--- src/rtl/count_pkg.sv ---
// Shared encodings for the counter-sequence checker.
//   mode_e        : detected counting sequence; matches the counter-select encoding
//   delta_class_e : classification of (count - prev) mod 16. The four sequence
//                   classes use the same values as mode_e, so a class converts to
//                   a mode by taking its low two bits.
package count_pkg;

  typedef enum logic [1:0] {
    MODE_UP   = 2'b00,
    MODE_DOWN = 2'b01,
    MODE_EVEN = 2'b10,
    MODE_ODD  = 2'b11
  } mode_e;

  typedef enum logic [2:0] {
    CLS_UP      = 3'd0,
    CLS_DOWN    = 3'd1,
    CLS_EVEN    = 3'd2,
    CLS_ODD     = 3'd3,
    CLS_STALL   = 3'd4,
    CLS_INVALID = 3'd5
  } delta_class_e;

  // True for the four classes that describe a counting sequence.
  function automatic logic is_seq_class(delta_class_e c);
    return (c == CLS_UP) || (c == CLS_DOWN) || (c == CLS_EVEN) || (c == CLS_ODD);
  endfunction

  // Only meaningful when is_seq_class(c) is true.
  function automatic mode_e class_to_mode(delta_class_e c);
    logic [2:0] raw;
    raw = c;
    return mode_e'(raw[1:0]);
  endfunction

endpackage

--- src/rtl/count_delta_classify.sv ---
// Combinational classifier for the step between two successive counter samples.
//   count       : current sample
//   prev        : last accepted sample
//   delta_class : UP (+1), DOWN (-1), EVEN/ODD (+2, by parity of count),
//                 STALL (0) or INVALID (anything else), all modulo 16
module count_delta_classify
  import count_pkg::*;
(
  input  logic [3:0]   count,
  input  logic [3:0]   prev,
  output delta_class_e delta_class
);

  logic [3:0] delta;

  // Four-bit subtraction wraps naturally, giving the step modulo 16.
  assign delta = count - prev;

  always_comb begin
    // NOTE: every combinational output gets a default first so no path leaves it unassigned (no latch).
    delta_class = CLS_INVALID;
    case (delta)
      4'd0:    delta_class = CLS_STALL;
      4'd1:    delta_class = CLS_UP;
      4'd15:   delta_class = CLS_DOWN;
      4'd2:    delta_class = count[0] ? CLS_ODD : CLS_EVEN;
      default: delta_class = CLS_INVALID;
    endcase
  end

endmodule

--- config.mk ---
export PLATFORM = sky130hd
export DESIGN_NAME = count_delta_classify
export DESIGN_NICKNAME = d
export VERILOG_FILES = /design/src/rtl/count_pkg.sv /design/src/rtl/count_delta_classify.sv
export SDC_FILE = /design/constraint.sdc
export NUM_CORES = 1
export LEC_CHECK = 0
export CAP_MARGIN = 0
export CORE_AREA = 5 5 42 44
export DETAILED_ROUTE_END_ITERATION = 6
export DIE_AREA = 0 0 47 49
export GPL_ROUTABILITY_DRIVEN = 0
export PLACE_DENSITY = 0.45
export RECOVER_POWER = 25
export SLEW_MARGIN = 30
export SYNTH_ARGS = -nofsm -noshare
export SYNTH_HDL_FRONTEND = slang
export SYNTH_SLANG_ARGS = --single-unit
--- constraint.sdc ---
create_clock -name vclk -period 2.4
set_clock_uncertainty 0.2 [all_clocks]
set_input_delay 0.48 -clock vclk [all_inputs]
set_output_delay 0.48 -clock vclk [all_outputs]
set_load 0.01 [all_outputs]
Yosys cells after proc, flatten, opt, wreduce, memory -nomap -nowiden
Index checks and enable logic that the tools add are counted.

Flip-flop bits (word level): 0. Input bits: 8. Word-level logic and storage cells: 7.

Add/sub/neg operators: 1. Equality and inequality tests: 3. Mux-type cells: 2. Reduce and logical (&&, ||, !) cells: 1.

Operators with widths (number): 3-bit one-hot mux with 4 select lines (1); 4-bit by 1-bit equality test with 1-bit output (second input constant) (1); 4-bit by 2-bit equality test with 1-bit output (second input constant) (1); 4-bit equality test (second input constant) (1); 4-bit zero test (1); 4-bit subtractor (1); 1-bit 2-to-1 mux (1).

Longest topological paths before layout
Gate-level depths: netlist of the first run.

Depth after elaboration: 3. Gate-level depth with buffers: 7. Depth with buffers taken out: 7.

Worst setup path after synthesis of the first run
Ideal clock, no wire load.

Kind: input port to output port. Start: in count[0]. End: out delta_class[2]. Arrival: 1.781 ns. Data required time: 1.720 ns. Setup slack: -0.061 ns. Cell stages on the path: 7. Buffers on the path: 0. Cell sequence: inv_1 > ha_1 > inv_1 > fa_1 > xor2_1 > nor4_2 > a211oi_2.

Cells in the longest elaborated chain, start to end: 3. Elaborated cells on any way between the ends: 6.

Ends and longest elaborated chain: start: declaration (RTL line count_delta_classify.sv:9) `input logic [3:0] count,`; 4-bit subtractor * (RTL line count_delta_classify.sv:17) `assign delta = count - prev;`; 4-bit by 2-bit equality test with 1-bit output (tied with other cells) (RTL line count_delta_classify.sv:22) `case (delta)`; 3-bit one-hot mux with 4 select lines * (RTL line count_delta_classify.sv:22); end: declaration (RTL line count_delta_classify.sv:11) `output delta_class_e delta_class`.

Mark *: on every way between the ends. The rest lies on a longest branch, timed or not.

Worst setup path after layout of the first run
Ends and elaborated chain as after synthesis.

==> results.md, run 1 <==
- Post-synth cell types: 15
- PwrDens: 320 nW/um2
- FF+latch count: 0
- Register area share after synthesis: 0%
- Outcome: complete, but fails checks
- Area leader, netlist: ha_1
- Max incr delay on CP: roughly 370 ps
- Synth Cell Area: roughly 180 um2
- DP HPWL: roughly 480 um
- # diodes: 0
- Finished Core Util: around a third
- TritonRoute pass-1 iters: 1
- Io pins: 11
- Vias in the first global route: ~220
- DR WL/cell: 11.1 um
- Measured slew at the worst slew-check pin: 261 ps
- Cell area after layout: between 400 and 500 um2
- Critical path required time: 1720 ps
- Startpoint Class: primary input
- Share of the synthesized area in the top cell type: 20.8%
- FILL cells: ~150
- Site Rows: 14
- Die Wd: between 40 and 50 um
- Peak VDD IR: approximately 96 uV
- Ys Warns: 0
- Vias: 233
- Synthesis-to-finish area growth: 153%
- Critical Path, Cell by Cell: buf_8 -> inv_4 -> ha_4 -> inv_2 -> fa_2 -> xor2_4 -> buf_6 -> nor3_4 -> buf_4 -> a211oi_2 -> buf_2
- Endpoint type of the worst setup path: output pin
- DRT antenna net count: 0
- Initial cell density of the core: 12.9%
- CP startpoint: count[0]
- CP max FO: 3
- Fmax: approximately 380 MHz
- Die height: a little under 50 um
- Fraction of layout cells with a size suffix above 1: between 70% and 80%
- First-pass GRT wire length: 993 um
- Syn avg cell area: ~7.8 um2
- Critical path's slowest cell: fa_2
- Failing checks: setup timing
- Pin count of the biggest net entering global routing: 5
- Commonest non-fill, non-tap cells in the layout: clkbuf_2, buf_6, inv_2, buf_2, buf_4
- Vias/cell: around 4.1
- WP data arrival: approximately 1900 ps
- Setup Crit Path Kind: in2out
- Cts hold-fix bufs: 0
- Leakage: 0.208 nW
- Drt total wl: ~640 um
- Tmin final: about 2600 ps
- Hold Path Stages: 4
- Final hold vios: 0
- Initial antenna violation count: 0
- Post-DP Area: roughly 340 um2
- Core area: around 1400 um2
- Clkbuf count: 0
- Nets: 55
- Hold Crit Start: count[0]
- Sink of the worst hold path: delta_class[0]
- Top post-synthesis cells by area: ha_1, fa_1, inv_1, a211oi_2, nor4_2
- DRC: 0
- Worst rel slew slack: ~83%
- Total GRT Usage: under 10%
- Setup WS post-layout: -204 ps
- Mapped Cells: 23
- RSZ-0062 raised after global routing: true
- Hold Path Class: in2out
- Syn_nets: 35
- 1st-iter DRT viols: 0
- Setup violators final: 3
- PortBufs: 11
- Max-cap violations: 0
- Seq. cell area: 0 um2
- Fin crit share: 109%
- Die area: roughly 2300 um2
- GRT Residual Overflow: 0
- Slew Limit Fails: 0
## how the worst max path moves through the flow
stage	endpoint	slack [ps]
after global placement	delta_class[0]	-1070
after global routing	delta_class[2]	-260
after floorplan	delta_class[2]	-40
final	delta_class[2]	-200
after detailed placement	delta_class[1]	-1030
after CTS	delta_class[2]	-310
## through the flow
stage / setup TNS, ps / instances / power [mW] / hold slack, ps / worst slack, ps
after floorplan: -41.1 / 23 / 0.0495 / 910 / -41.1
after CTS: -815 / 57 / 0.136 / 1100 / -311
after global routing: -667 / 57 / 0.156 / 1140 / -258
final: -506 / 57 / 0.146 / 1110 / -204
after global placement: -3070 / 53 / 0.0978 / 1890 / -1070
after detailed placement: -3030 / 53 / 0.0989 / 1880 / -1030
## cell families (layout without fill, tap and decap cells)
kind of cell | Yosys count | count (layout) | share of synthesized area, %
xor+xnor | 2 | 2 | 9.72
compound gates | 5 | 5 | 21.5
buf+inv | 5 | 23 | 10.4
simple gates | 7 | 7 | 26.4
fa+ha+maj | 4 | 4 | 31.9
## per-layer routing
metal	wire length (um)	vias up	GRT usage (%)
li1	-	115	-
met1	218	112	7.00
met2	362	6	9.50
met3	55	0	0.738
met4	0	0	0
met5	0	-	0
## critical path: cells and delay by family
family / cells / cell delay (ps)
buffers and inverters: 6 / 600
adder cells (fa/ha/maj): 2 / 490
XOR/XNOR: 1 / 190
AO/OA/AOI/OAI: 1 / 150
AND/OR/NAND/NOR: 1 / 30
## synth_stat cells, drive strengths merged
cell,n
fa,1
ha,3
a21oi,2
nand2,2
nor2,1
and3,1
inv,5
nand3b,1
nor3,1
o2111a,1
o21ai,1
xnor2,1
nor4,1
xor2,1
a211oi,1
## cell type report
cell class	instances	area, um2	area share (%)
Tap cell	16	20.0	4.38
Timing Repair Buffer	18	163	35.6
Inverter	5	21.3	4.66
Multi-Input combinational cell	18	253	55.3
## repair_timing
item                                    CTS  global route
setup buffers                             4             0
endpoints found under the hold margin     0             0
endpoints found under the setup margin    3             3
resized for setup                        43            15
pin swaps                                 8             7
## power breakdown
| group | internal (mW) | leakage (nW) | switching [mW] |
|---|---|---|---|
| registers | 0 | 0 | 0 |
| logic | 0.0823 | 0.208 | 0.0637 |
| clock network | 0 | 0 | 0 |
Power figures use the tool's default switching activity.
==> run 2: changes to the inputs <==
CAP_MARGIN = 5   (was 0)
PLACE_DENSITY = 0.37   (was 0.45)
==> results.md, run 2 (synthesis gave the netlist of run 1 again) <==
- Vias/cell: about 4.0
- Final hold vios: 0
- Initial antenna violation count: 0
- DRT antenna net count: 0
- Sequential Power Share: 0%
- Clkbuf count: 0
- Total GRT Usage: 5.21%
- # diodes: 0
- Combinational share of power: 100.0%
- Pin count of the biggest net entering global routing: 5
- Grt met3 use: less than 1%
- Site Rows: 14
- Drt total wl: between 500 and 600 um
- Vias: 230
- Clock share of power: 0%
- DR WL/cell: 10.0 um
- Setup violators final: 3
- Fmax: between 300 and 400 MHz
- M1 GR Usage: 7.71%
- WP data arrival: 1900 ps
- FILL cells: 168
- Critical Path, Cell by Cell: buf_6 -> inv_4 -> ha_4 -> inv_2 -> fa_2 -> xor2_4 -> buf_4 -> o2111a_1 -> a211oi_2 -> buf_2
- Sw Ratio: between 40% and 50%
- DRC: 0
- TritonRoute pass-1 iters: 1
- Setup WS post-layout: -181 ps
- Seq. cell area: 0 um2
- Worst rel slew slack: 84.5%
- Critical path required time: 1720 ps
- Tmin final: 2580 ps
- PortBufs: 11
- Worst Hold Slack: roughly 1100 ps
- Commonest non-fill, non-tap cells in the layout: buf_4, clkbuf_2, buf_2
- Die Wd: around 47 um
- Total power: 132 uW
- Leakage: a little under 0.2 nW
- Die height: 49 um
- Fraction of layout cells with a size suffix above 1: around 80%
- 1st-iter DRT viols: 0
- Synthesis-to-finish area growth: 146%
- Finished Core Util: 31.6%
- Vias in the first global route: between 200 and 250
- Endpoint type of the worst setup path: output pin
- Peak VDD IR: roughly 110 uV
- Gate family responsible for the most delay along the worst path: adder cells
- Initial cell density of the core: between 10% and 20%
- Fin crit share: 108%
- Nets: 55
- Critical path's slowest cell: fa_2
- PwrDens: 298 nW/um2
- Buffers and inverters on the worst path: 5
- Global Route met2 Usage: under 10%
- Startpoint Class: primary input
- Die area: between 2000 and 2500 um2
- First-pass GRT wire length: around 980 um
- Failing checks: setup timing
- Max-cap violations: 0
- Io pins: 11
- Outcome: complete, but fails checks
- Commonest non-fill, non-tap cell in the layout: buf_4
- GRT Residual Overflow: 0
- Final Non-Filler Cells: 57
- Post-DP Area: 342 um2
- Measured slew at the worst slew-check pin: roughly 230 ps
- FF+latch count: 0
- Placed cell count: between 50 and 60
- GRT busiest layer: met2
- Pint: 72.8 uW
- Cell area after layout: 443 um2
- RSZ-0062 raised after global routing: true
- Setup Crit Path Kind: in2out
- Psw: approximately 59 uW
- TNS Setup: -391 ps
- Core area: about 1400 um2
- Slew Limit Fails: 0
- Max incr delay on CP: 370 ps
- CP max FO: 3
- Worst slack, placed: -1020 ps
- Hold Path Class: in2out
==> run 2: layout make-up <==
| type | count | area (um2) | area share [%] |
|---|---|---|---|
| Inverter | 5 | 21.3 | 4.80 |
| Multi-Input combinational cell | 18 | 265 | 59.9 |
| Tap cell | 16 | 20.0 | 4.52 |
| Timing Repair Buffer | 18 | 136 | 30.8 |
==> run 2: repair_timing <==
| action | in CTS | in global routing |
|---|---|---|
| buffers inserted | 2 | 2 |
| endpoints found under the setup margin | 3 | 3 |
| gates resized for setup | 42 | 12 |
| hold buffers | 0 | 0 |
| pin swaps | 12 | 12 |
==> run 2: final timing paths <==
path,slack [ps],depth (start not counted),start,end
worst max-delay path,-180,10,count[0],delta_class[2]
worst min-delay path,1070,4,count[0],delta_class[0]
==> run 2: power by group through the flow <==
stage | logic (mW) | clock network, mW | registers (mW)
6_report | 0.132 | 0 | 0
2_1_floorplan | 0.0495 | 0 | 0
5_1_grt | 0.145 | 0 | 0
3_5_place_dp | 0.0972 | 0 | 0
4_1_cts | 0.124 | 0 | 0
3_3_place_gp | 0.0957 | 0 | 0
==> run 2: per-layer routing <==
metal  routed length, um  up-vias
met4                   0        0
met3                  28        0
li1                    -      115
met2                 286        9
met5                   0        -
met1                 255      106
